==> src/rtl/motor_cntrl_if.sv <==
// Command/drive bundle for the dual-channel motor PWM controller.
// The master supplies signed motor commands; the slave returns the H-bridge drives.
interface motor_cntrl_if;
    logic [10:0] lft;
    logic [10:0] rht;
    logic        fwd_lft;
    logic        rev_lft;
    logic        fwd_rht;
    logic        rev_rht;

    modport master (
        output lft,
        output rht,
        input  fwd_lft,
        input  rev_lft,
        input  fwd_rht,
        input  rev_rht
    );

    modport slave (
        input  lft,
        input  rht,
        output fwd_lft,
        output rev_lft,
        output fwd_rht,
        output rev_rht
    );
endinterface

==> src/rtl/motor_cntrl.sv <==
// Two-channel sign/magnitude PWM motor driver sharing one 1024-clk free-running counter.
// A zero command brakes, and every drive output is registered for glitch-free switching.
module motor_cntrl (
    input  logic          clk,
    input  logic          rst_n,
    motor_cntrl_if.slave  mc
);

    logic [9:0] cnt_q;
    logic [9:0] cnt_d;
    logic [9:0] mag_lft;
    logic [9:0] mag_rht;
    logic       pwm_lft;
    logic       pwm_rht;
    logic       fwd_lft_q, rev_lft_q, fwd_rht_q, rev_rht_q;
    logic       fwd_lft_d, rev_lft_d, fwd_rht_d, rev_rht_d;

    // The most negative command (-1024) has no 10-bit magnitude, so it clamps to 1023.
    function automatic logic [9:0] mag_of(input logic [10:0] cmd);
        logic [10:0] neg;
        neg = -cmd;
        if (!cmd[10]) begin
            return cmd[9:0];
        end
        if (neg[10]) begin
            return 10'h3ff;
        end
        return neg[9:0];
    endfunction

    always_comb begin
        cnt_d   = cnt_q + 10'd1;
        mag_lft = mag_of(mc.lft);
        mag_rht = mag_of(mc.rht);
        pwm_lft = (cnt_q < mag_lft);
        pwm_rht = (cnt_q < mag_rht);

        fwd_lft_d = 1'b0;
        rev_lft_d = 1'b0;
        if (mc.lft == 11'd0) begin
            fwd_lft_d = 1'b1;
            rev_lft_d = 1'b1;
        end else if (mc.lft[10]) begin
            rev_lft_d = pwm_lft;
        end else begin
            fwd_lft_d = pwm_lft;
        end

        fwd_rht_d = 1'b0;
        rev_rht_d = 1'b0;
        if (mc.rht == 11'd0) begin
            fwd_rht_d = 1'b1;
            rev_rht_d = 1'b1;
        end else if (mc.rht[10]) begin
            rev_rht_d = pwm_rht;
        end else begin
            fwd_rht_d = pwm_rht;
        end
    end

    always_ff @(posedge clk or negedge rst_n) begin
        if (!rst_n) begin
            cnt_q     <= 10'd0;
            fwd_lft_q <= 1'b0;
            rev_lft_q <= 1'b0;
            fwd_rht_q <= 1'b0;
            rev_rht_q <= 1'b0;
        end else begin
            cnt_q     <= cnt_d;
            fwd_lft_q <= fwd_lft_d;
            rev_lft_q <= rev_lft_d;
            fwd_rht_q <= fwd_rht_d;
            rev_rht_q <= rev_rht_d;
        end
    end

    assign mc.fwd_lft = fwd_lft_q;
    assign mc.rev_lft = rev_lft_q;
    assign mc.fwd_rht = fwd_rht_q;
    assign mc.rev_rht = rev_rht_q;

endmodule

==> src/flat_wrapper.sv <==
// flat-port wrapper written by rule: the top's interface ports become plain ports
module motor_cntrl_flat 
  (clk, rst_n, mc_lft, mc_rht, mc_fwd_lft, mc_rev_lft, mc_fwd_rht, mc_rev_rht);
  motor_cntrl_if mc_i ();
  input  logic clk;
  input  logic rst_n;
  input wire logic [$bits(mc_i.lft)-1:0] mc_lft;
  input wire logic [$bits(mc_i.rht)-1:0] mc_rht;
  output wire logic [$bits(mc_i.fwd_lft)-1:0] mc_fwd_lft;
  output wire logic [$bits(mc_i.rev_lft)-1:0] mc_rev_lft;
  output wire logic [$bits(mc_i.fwd_rht)-1:0] mc_fwd_rht;
  output wire logic [$bits(mc_i.rev_rht)-1:0] mc_rev_rht;
  assign mc_i.lft = mc_lft;
  assign mc_i.rht = mc_rht;
  assign mc_fwd_lft = mc_i.fwd_lft;
  assign mc_rev_lft = mc_i.rev_lft;
  assign mc_fwd_rht = mc_i.fwd_rht;
  assign mc_rev_rht = mc_i.rev_rht;
  motor_cntrl u_core (.clk(clk), .rst_n(rst_n), .mc(mc_i));
endmodule
==> config.mk <==
export PLATFORM = sky130hd
export DESIGN_NAME = motor_cntrl_flat
export DESIGN_NICKNAME = d
export VERILOG_FILES = /design/src/rtl/motor_cntrl_if.sv /design/src/rtl/motor_cntrl.sv /design/src/flat_wrapper.sv
export SDC_FILE = /design/constraint.sdc
export NUM_CORES = 1
export LEC_CHECK = 0
export ABC_AREA = 1
export CAP_MARGIN = 5
export CELL_PAD_IN_SITES_DETAIL_PLACEMENT = 0
export CELL_PAD_IN_SITES_GLOBAL_PLACEMENT = 2
export CORE_ASPECT_RATIO = 0.75
export CORE_MARGIN = 10
export CORE_UTILIZATION = 37
export CTS_CLUSTER_DIAMETER = 60
export DETAILED_ROUTE_END_ITERATION = 6
export DONT_BUFFER_PORTS = 1
export PLACE_DENSITY = 0.79
export SYNTH_ARGS = -nofsm -noshare
export SYNTH_HDL_FRONTEND = slang
export SYNTH_SLANG_ARGS = --single-unit
==> constraint.sdc <==
create_clock -name clk -period 2.8 [get_ports clk]
set_input_delay 0.7 -clock clk [delete_from_list [all_inputs] [get_ports clk]]
set_output_delay 0.7 -clock clk [all_outputs]
set_load 0.02 [all_outputs]
==> qor_table.md <==
| Result | Reported |
| --- | --- |
| Die footprint | 0.00689 mm^2 |
| Final core area utilization | 42.1% |
| TritonCTS clock tree | built |
| I/O pins | 28 |
| Crit-path slowest cell | ha_1 |
| Start-to-end type of the worst setup path | input port to register |
| Remaining design rule violation count | 0 |
| Clk Tree Root Cell | clkbuf_8 |
| Final number of setup-violating endpoints | 0 |
| Most used DFF post-synth | dfrtp_1 |
| Area added between synthesis and finish | 7.44% |
| Area taken by flip-flops and latches | 350 um^2 |
| Relative contribution of the clock network to total power | 32.4% |
| Outcome | complete, no violations |
| Core Area | 0.00373 mm^2 |
| RSZ-0062 raised after global routing | false |
| Critical path data required time | 2.92 ns |
| Crit path max fanout | 4 |
| Leakage power of the design | 0.874 nW |
| Fin area | 0.00157 mm^2 |
| Final count of hold timing violations | 0 |
| Min Hold Slack | 0.154 ns |
| Reg2Reg Launch Point | u_core.cnt_q[1] |
| Average via count per standard cell | 4.75 |
| #FFs+latches synth | 14 |
| CP most frequent cell | nand2_1 |
| Count of flip-flops with a built-in enable after synthesis | 0 |
| Share of the cycle needed by the critical path after routing | 87.7% |
| Overall track demand over capacity in global routing | 10.2% |
| Horiz. Die Dim | 92.6 um |
| Mean area per synthesized cell | 7.00 um^2 |
| H-tree depth | 1 |
| Launch point of the worst path | mc_rht[0] |
| Worst Tran Pin Value | 0.359 ns |
| Number of buffers inserted during clock tree synthesis | 3 |
| Yosys warning count | 0 |
| Total via count after detailed routing | 1254 |
| Pin count of the biggest net entering global routing | 15 |
| Total number of nets in the final design | 259 |
| CTS clock-pin slew for the worst setup and hold paths | 0.05 ns |
| Most used cells in the layout excluding fill and tap cells | 35 x nand2_1, 34 x inv_1, 22 x nor2_1 |
| Cell-by-cell listing of the critical path | inv_1 > ha_1 > nand2_1 > nor2_2 > inv_1 > nor2_1 > nor2_1 > o21ai_0 > a21oi_1 > ha_1 > nand2_1 > inv_1 > nand3_1 > nor3_1 > nand2_1 > nand3_1 > nand2_1 |
| First-pass iteration count of the detailed router | 5 |
| Cell Area, Synth | 0.00146 mm^2 |
| Maximum single-stage delay on the critical path | 0.27 ns |
| Total power after layout | 0.477 mW |
| Placement Rows | 19 |
| Critical Path End Type | register |
| Largest vdd supply drop | 205 uV |
| Quantity of hold-fixing buffers added after cts | 0 |
| Number of antenna violations at the first check in global routing | 0 |
| Post-detailed-route wirelength per cell | 12.7 um |
| Max-cap check violation count | 0 |
| Post-placement cell area | 0.00153 mm^2 |
| GRT Residual Overflow | 0 |
| Sequential share of power | 45.0% |
| Starting Density | 39.2% |
| Detailed-placement wirelength estimate | 2980 um |
| Vert. Die Dim | 74.5 um |
| Combinational Power Share | 22.6% |
| Upper clock frequency limit | 0.407 GHz |
| Startpoint types | input port |
| Antenna cell count | 0 |
| Int Pwr | 0.344 mW |
| Synthesized instance count | 209 |
| Pwr dens | 304 mW/mm^2 |
| Number of global-route vias before repair | 1216 |
| Clock period minus worst slack | 2.46 ns |
| Synth cell types | 19 |
| Global-route wire length before repair | 5710 um |
| Number of buffers inserted by port buffering | 0 |
| Switching share of total power | 27.9% |
| Count of filler cells inserted in the layout | 410 |
| Final-report max-slew violation count | 0 |
| Insertion delay of the later-clocked pin in the worst-skew pair | 0.24 ns |
| Combined area of the multi-input logic cells | 983 um^2 |
| Worst-case clock buffer depth | 2 |
| Arrival time of the worst setup path | 2.58 ns |
| Cell type contributing the most total cell area after synthesis | dfrtp_1 |
| Share of synthesized flip-flops with an asynchronous set or reset | 100% |
| Hold WC Path Type | input port to async pin |
| DRC violation total after the first TritonRoute iteration | 77 |
| Synthesized Nets | 254 |
| Final antenna-violating net count | 0 |
| Final weighted congestion of routability-driven global placement | 0.717 |
| Seq/Total Area, Yosys | 24.0% |
| Setup TNS | 0 ns |
| Clock sink total | 14 |
| Most frequent standard cell in the layout excluding fill and tap cells | nand2_1 |
| Area contributors post-synth | dfrtp_1 24%, ha_1 18%, nand2_1 9.0% |
| Psw | 0.133 mW |
| Share of post-route cells with drive strength above 1 | 5.19% |
| Portion of synthesized cell area occupied by the leading cell type | 24.0% |
| Relative slew slack | 75.9% |
| Final Skew | 0.00287 ns |
| Total routed wirelength | 3350 um |
## power groups by stage
stage	clock, mW	sequential, mW	combinational [mW]
after floorplan	0	0.217	0.0884
after global placement	0	0.218	0.105
after detailed placement	0	0.219	0.108
after CTS	0.163	0.215	0.109
after global routing	0.173	0.215	0.130
final	0.155	0.215	0.108
## through the flow
stage | worst slack, ns | cells
after detailed placement | 0.0864 | 261
after CTS | 0.314 | 264
after global routing | 0.0167 | 264
after floorplan | 0.389 | 209
final | 0.344 | 264
after global placement | 0.120 | 261
## final timing paths
path | to | slack [ns] | cells past startpoint
worst min-delay path | u_core.cnt_q[7] | 0.15 | 0
worst max-delay path | u_core.mc.fwd_rht | 0.34 | 17
worst min register to register | u_core.cnt_q[0] | 0.48 | 1
worst max register to register | u_core.cnt_q[8] | 1.31 | 5
min in group clk | u_core.cnt_q[0] | 0.48 | 1
max in group asynchronous | u_core.cnt_q[4] | 2.58 | 0
## state kept, by name, indices dropped and copies added (netlist names)
signal,cells
u_core.mc.fwd_lft,1
u_core.mc.fwd_rht,1
u_core.mc.rev_lft,1
u_core.cnt_q,10
u_core.mc.rev_rht,1
## routing by layer
layer | vias to the layer above | track usage [%] | wire length, um
met5 | - | 0 | 0
met4 | 0 | 0.853 | 12
met3 | 3 | 3.72 | 180
met2 | 26 | 14.8 | 1350
met1 | 538 | 14.3 | 1810
li1 | 687 | - | -
## logic make-up after synthesis
family / after synthesis / share of synthesized area (%)
AO/OA/AOI/OAI: 39 / 13.5
XOR/XNOR: 16 / 9.58
adder cells (fa/ha/maj): 21 / 18.0
buffers and inverters: 35 / 8.98
flip-flops: 14 / 24.0
AND/OR/NAND/NOR: 84 / 26.0
## area by class of cell
class                           instances  area share, %
Sequential cell                        14           22.3
Tap cell                               52           4.14
Inverter                               35           8.36
Clock buffer                            3           2.63
Multi-Input combinational cell        160           62.6
## repair_timing
item                       in CTS  in global routing
resized for setup               0                  1
setup endpoints to repair       0                  2
buffers inserted                0                  0
## synthesized netlist by cell type, types with 2 or more instances
cell type and instances:
nor2_1 23, a21oi_1 20, dfrtp_1 14, inv_1 34, xnor2_1 4, nand3_2 3, o21ai_0 17, xor2_1 12
nand2_1 35, nor3_1 7, a31oi_1 2, nand3_1 11, ha_1 21
## critical path, delay by kind of cell
family	cells	cell delay (ns)
simple gates	10	0.97
fa+ha+maj	2	0.46
compound gates	2	0.21
buf+inv	3	0.22
No activity file was read; power rests on OpenSTA's default activity.
